File: src/rtl/sr_pkg.sv
// Shared definitions for the parametrised shift engine: op-codes and FSM state encoding.
package sr_pkg;

  localparam logic [2:0] OP_HOLD = 3'b000;
  localparam logic [2:0] OP_SRL  = 3'b001;
  localparam logic [2:0] OP_SLL  = 3'b010;
  localparam logic [2:0] OP_LOAD = 3'b011;
  localparam logic [2:0] OP_ROR  = 3'b100;
  localparam logic [2:0] OP_ROL  = 3'b101;
  localparam logic [2:0] OP_SRA  = 3'b110;
  localparam logic [2:0] OP_SIN  = 3'b111;

  typedef enum logic {
    ST_IDLE = 1'b0,
    ST_RUN  = 1'b1
  } sr_state_e;

endpackage

File: src/rtl/sr_step_unit.sv
// Combinational single-step shifter shared by the single-step and multi-step paths.
module sr_step_unit
  import sr_pkg::*;
#(
  parameter int WIDTH = 8
) (
  input  logic [2:0]       op_i,
  input  logic [WIDTH-1:0] d_i,
  input  logic [WIDTH-1:0] srdata_i,
  input  logic             serial_i,
  output logic [WIDTH-1:0] d_o,
  output logic             out_bit_o,
  output logic             flag_we_o
);

  always_comb begin
    d_o       = d_i;
    out_bit_o = 1'b0;
    flag_we_o = 1'b0;
    case (op_i)
      OP_SRL: begin
        d_o       = {1'b0, d_i[WIDTH-1:1]};
        out_bit_o = d_i[0];
        flag_we_o = 1'b1;
      end
      OP_SLL: begin
        d_o       = {d_i[WIDTH-2:0], 1'b0};
        out_bit_o = d_i[WIDTH-1];
        flag_we_o = 1'b1;
      end
      OP_LOAD: d_o = srdata_i;
      OP_ROR: begin
        d_o       = {d_i[0], d_i[WIDTH-1:1]};
        out_bit_o = d_i[0];
        flag_we_o = 1'b1;
      end
      OP_ROL: begin
        d_o       = {d_i[WIDTH-2:0], d_i[WIDTH-1]};
        out_bit_o = d_i[WIDTH-1];
        flag_we_o = 1'b1;
      end
      OP_SRA: begin
        d_o       = {d_i[WIDTH-1], d_i[WIDTH-1:1]};
        out_bit_o = d_i[0];
        flag_we_o = 1'b1;
      end
      OP_SIN: begin
        d_o       = {serial_i, d_i[WIDTH-1:1]};
        out_bit_o = d_i[0];
        flag_we_o = 1'b1;
      end
      default: d_o = d_i;
    endcase
  end

endmodule

File: src/rtl/param_shift_engine.sv
// WIDTH-bit shift/serialiser engine with single-step and counted multi-step operation.
module param_shift_engine
  import sr_pkg::*;
#(
  parameter int WIDTH = 8,
  parameter int CNT_W = 4
) (
  input  logic             sr_clk,
  input  logic             sr_rst,
  input  logic             sr_en,
  input  logic [2:0]       sr_op,
  input  logic             sr_start,
  input  logic [CNT_W-1:0] sr_count,
  input  logic [WIDTH-1:0] srdata_in,
  input  logic             sr_serial_in,
  output logic [WIDTH-1:0] srdata_out,
  output logic             flag,
  output logic             busy,
  output logic             done
);

  sr_state_e        state_q, state_d;
  logic [2:0]       op_q, op_d;
  logic [CNT_W-1:0] rem_q, rem_d;
  logic [WIDTH-1:0] data_q, data_d;
  logic             flag_q, flag_d;
  logic             done_q, done_d;

  logic [2:0]       step_op;
  logic [WIDTH-1:0] step_data;
  logic             step_bit;
  logic             step_flag_we;
  logic             do_step;

  // A running sequence uses its latched op; idle steps follow sr_op directly.
  assign step_op = (state_q == ST_RUN) ? op_q : sr_op;

  sr_step_unit #(.WIDTH(WIDTH)) u_step (
    .op_i      (step_op),
    .d_i       (data_q),
    .srdata_i  (srdata_in),
    .serial_i  (sr_serial_in),
    .d_o       (step_data),
    .out_bit_o (step_bit),
    .flag_we_o (step_flag_we)
  );

  always_comb begin
    state_d = state_q;
    op_d    = op_q;
    rem_d   = rem_q;
    data_d  = data_q;
    flag_d  = flag_q;
    done_d  = 1'b0;
    do_step = 1'b0;
    case (state_q)
      ST_IDLE: begin
        if (sr_en) begin
          if (sr_start) begin
            op_d = sr_op;
            if (sr_count == '0) begin
              done_d = 1'b1;
            end else begin
              do_step = 1'b1;
              rem_d   = sr_count - CNT_W'(1);
              if (sr_count == CNT_W'(1)) done_d = 1'b1;
              else state_d = ST_RUN;
            end
          end else begin
            do_step = 1'b1;
          end
        end
      end
      ST_RUN: begin
        if (sr_en) begin
          do_step = 1'b1;
          rem_d   = rem_q - CNT_W'(1);
          if (rem_q == CNT_W'(1)) begin
            state_d = ST_IDLE;
            done_d  = 1'b1;
          end
        end
      end
      default: state_d = ST_IDLE;
    endcase
    if (do_step) begin
      data_d = step_data;
      if (step_flag_we) flag_d = step_bit;
    end
  end

  always_ff @(posedge sr_clk or posedge sr_rst) begin
    if (sr_rst) begin
      state_q <= ST_IDLE;
      op_q    <= OP_HOLD;
      rem_q   <= '0;
      data_q  <= '0;
      flag_q  <= 1'b0;
      done_q  <= 1'b0;
    end else begin
      state_q <= state_d;
      op_q    <= op_d;
      rem_q   <= rem_d;
      data_q  <= data_d;
      flag_q  <= flag_d;
      done_q  <= done_d;
    end
  end

  assign srdata_out = data_q;
  assign flag       = flag_q;
  assign busy       = (state_q == ST_RUN);
  assign done       = done_q;

endmodule

File: config.mk
export PLATFORM = sky130hd
export DESIGN_NAME = param_shift_engine
export DESIGN_NICKNAME = d
export VERILOG_FILES = /design/src/rtl/sr_pkg.sv /design/src/rtl/sr_step_unit.sv /design/src/rtl/param_shift_engine.sv
export SDC_FILE = /design/constraint.sdc
export NUM_CORES = 1
export LEC_CHECK = 0
export CORE_UTILIZATION = 40
export CTS_BUF_LIST = sky130_fd_sc_hd__clkbuf_4
export CTS_CLUSTER_DIAMETER = 40
export DETAILED_ROUTE_END_ITERATION = 8
export GPL_TIMING_DRIVEN = 1
export PLACE_DENSITY_LB_ADDON = 0.08
export SYNTH_ARGS = -nofsm -noshare
export SYNTH_HDL_FRONTEND = slang
export SYNTH_SLANG_ARGS = --single-unit
File: constraint.sdc
create_clock -name sr_clk -period 2.6 [get_ports sr_clk]
set_clock_uncertainty 0.15 [all_clocks]
set_input_delay 0.78 -clock sr_clk [delete_from_list [all_inputs] [get_ports sr_clk]]
set_output_delay 0.78 -clock sr_clk [all_outputs]
set_load 0.1 [all_outputs]
==> metrics.md <==
| Metric | Value |
|---|---|
| Status | `finished, final reports clean` |
| Fin util | `0.588` |
| Syn Nets | `159` |
| Via density per instance | `5.00` |
| Crit path from | `sr_count[1]` |
| FF-to-FF Start | `busy` |
| Endpoints failing hold | `0` |
| Synth cell types | `37` |
| Hold depth | `1` |
| Number of synthesized flops with an enable pin | `0` |
| Synthesized area | `1280 um^2` |
| CTS tree | `done` |
| Post-synthesis register bit count | `18` |
| Hold_ws | `396 ps` |
| Port bufs | `30` |
| Gpl congestion | `0.753` |
| Number of global-route vias before repair | `1057` |
| Worst reg2reg path endpoint | `srdata_out[0]` |
| Gr busiest metal | `met2` |
| Data arrival, critical path | `2540 ps` |
| Reg2Reg Setup Slack | `550 ps` |
| GRT overflow | `0` |
| Ys flop type | `dfrtp_1` |
| Antenna Nets Post-Route | `0` |
| CP max stage delay | `430 ps` |
| Worst slew margin | `0.707` |
| Initial Util | `0.421` |
| DR vias | `1129` |
| Core ar. | `3050 um^2` |
| Final Cycle Share | `0.952` |
| Min Tclk post-route | `2480 ps` |
| Clock slew at reported path FFs | `110 ps` |
| Longest Clk Path Bufs | `2` |
| Nets@finish | `208` |
| Total CTS buffers | `3` |
| Worst Path Class, Setup | `primary input to register` |
| H-tree levels | `1` |
| First-pass DRT Iterations | `5` |
| Initial antenna violation count | `0` |
| Initial DRC count | `26` |
| Hold endpoint | `op_q[0]` |
| R2R depth | `5` |
| Grt met2 use | `0.299` |
| CTS Sinks | `18` |
| Slew @ Worst Pin | `427 ps` |
| Post-synthesis sequential area ratio | `0.351` |
| Die footprint | `3440 um^2` |
| CP Cell Sequence | `clkdlybuf4s50_1 > inv_1 > ha_1 > or3b_1 > a21oi_2 > nand2b_4 > o21ai_0 > a211oi_1` |
| Critical-path top delay cell | `clkdlybuf4s50_1` |
| Largest net degree at the start of global routing | `19` |
| CP startpoint kind | `primary input` |
| Row cnt | `20` |
| Syn Inst Count | `134` |
| Avg Inst Size Synth | `9.59 um^2` |
| Commonest non-fill, non-tap cell in the layout | `buf_4` |
| Area grow syn2layout | `39.7%` |
| Async set or reset register ratio after synthesis | `1.00` |
| Slew Limit Fails | `0` |
| Post-DR wirelength/cell | `13.3 um` |
| Layout cells sized above 1 | `0.280` |
| Setup crit end kind | `register` |
| Final setup fails | `0` |
| Fmax | `0.404 GHz` |
| Drt total wl | `3020 um` |
| All-Layer GR Usage | `0.190` |
| Post-DP HPWL | `2240 um` |
| Antenna Cells | `0` |
| Critical Path RT | `2660 ps` |
| Commonest cells after routing, fill and taps aside | `buf_4, clkdlybuf4s50_1, dfrtp_1` |
| First-pass GRT wire length | `4890 um` |
| # DRC | `0` |
| Yosys Warn Count | `0` |
| Worst-path maximum fanout | `5` |
| Hold_buf cts | `0` |
| RSZ-0062 raised after global routing | `false` |
| Grt met1 use | `0.270` |
| Hold Path Origin | `op_q[0]` |
| Worst hold-check path type | `register to register` |
| Max-cap violations | `0` |
| Die X | `58.7 um` |
| Clk Latency, worst-skew pair | `290 ps` |
| Root Buffer | `clkbuf_4` |
| Routing usage on met3 | `0.0198` |
| Die Y | `58.7 um` |
| Top-Level Pins | `31` |
## registers in the layout, summed over array words and instances (netlist names)
name and cells:
flag 1, srdata_out 8, rem_q 4, op_q 3, done 1, busy 1
## cells in the mapped netlist (2+ instances only)
cell	number	share of area
nor3_1	10	0.039
xor2_1	2	0.014
nor2_1	12	0.035
o22a_1	6	0.041
mux2i_1	3	0.023
mux2i_4	2	0.035
nand2_1	9	0.026
o21ai_0	8	0.031
mux2_2	7	0.061
dfrtp_1	18	0.35
a21oi_1	13	0.051
a21o_1	6	0.035
a31oi_1	2	0.0097
buf_6	2	0.018
ha_1	5	0.049
inv_1	6	0.018
nand2b_1	3	0.015
## logic make-up (layout without fill, tap and decap cells)
family	after synthesis	count (layout)	synth area share
AO/OA/AOI/OAI	45	45	0.262
AND/OR/NAND/NOR	43	43	0.167
flip-flops	18	18	0.351
multiplexers	12	12	0.120
buffers and inverters	9	57	0.0380
adder cells (fa/ha/maj)	5	5	0.0487
XOR/XNOR	2	2	0.0136
## cell type report
cell class / instances / area (um^2)
clock buffers: 3 / 22.5
clock inverters: 1 / 3.75
fillers: 294 / 1260
inverters: 6 / 22.5
multi-input cells: 107 / 803
flip-flops and latches: 18 / 450
well taps: 44 / 55.1
repair buffers: 47 / 438
## how the worst max path moves through the flow
| stage | endpoint | slack (ps) | depth (start not counted) |
|---|---|---|---|
| after floorplan | srdata_out[7] | 100 | 6 |
| after global placement | rem_q[3] | -180 | 8 |
| after detailed placement | rem_q[3] | -270 | 8 |
| after CTS | rem_q[3] | 70 | 8 |
| after global routing | rem_q[3] | 10 | 8 |
| final | rem_q[3] | 120 | 8 |
## routing by layer
metal,part of all wire,up-vias,wire length (um)
li1,-,586,-
met1,0.51,526,1530
met2,0.46,15,1390
met3,0.026,2,79
met4,0.0066,0,20
met5,0,-,0
## critical path, delay by kind of cell
kind,cells,cell delay [ps]
simple gates,2,590
compound gates,3,500
fa+ha+maj,1,160
buf+inv,2,520
## repair_timing
item / CTS / global route
endpoints found under the setup margin: 0 / 2
buffers inserted: 0 / 0
gates resized for setup: 0 / 3
## per-stage QoR
| stage | area (um^2) | worst slack [ps] | cells | TNS (ps) |
|---|---|---|---|---|
| after floorplan | 1280 | 102 | 134 | 0 |
| after global placement | 1750 | -182 | 222 | -1460 |
| after detailed placement | 1750 | -269 | 222 | -1970 |
| after CTS | 1780 | 73.7 | 226 | 0 |
| after global routing | 1800 | 11.3 | 226 | 0 |
| final | 1800 | 124 | 226 | 0 |
Power is not shown: default switching activity piles up to over one toggle a cycle in this logic, so the estimate is an artifact.
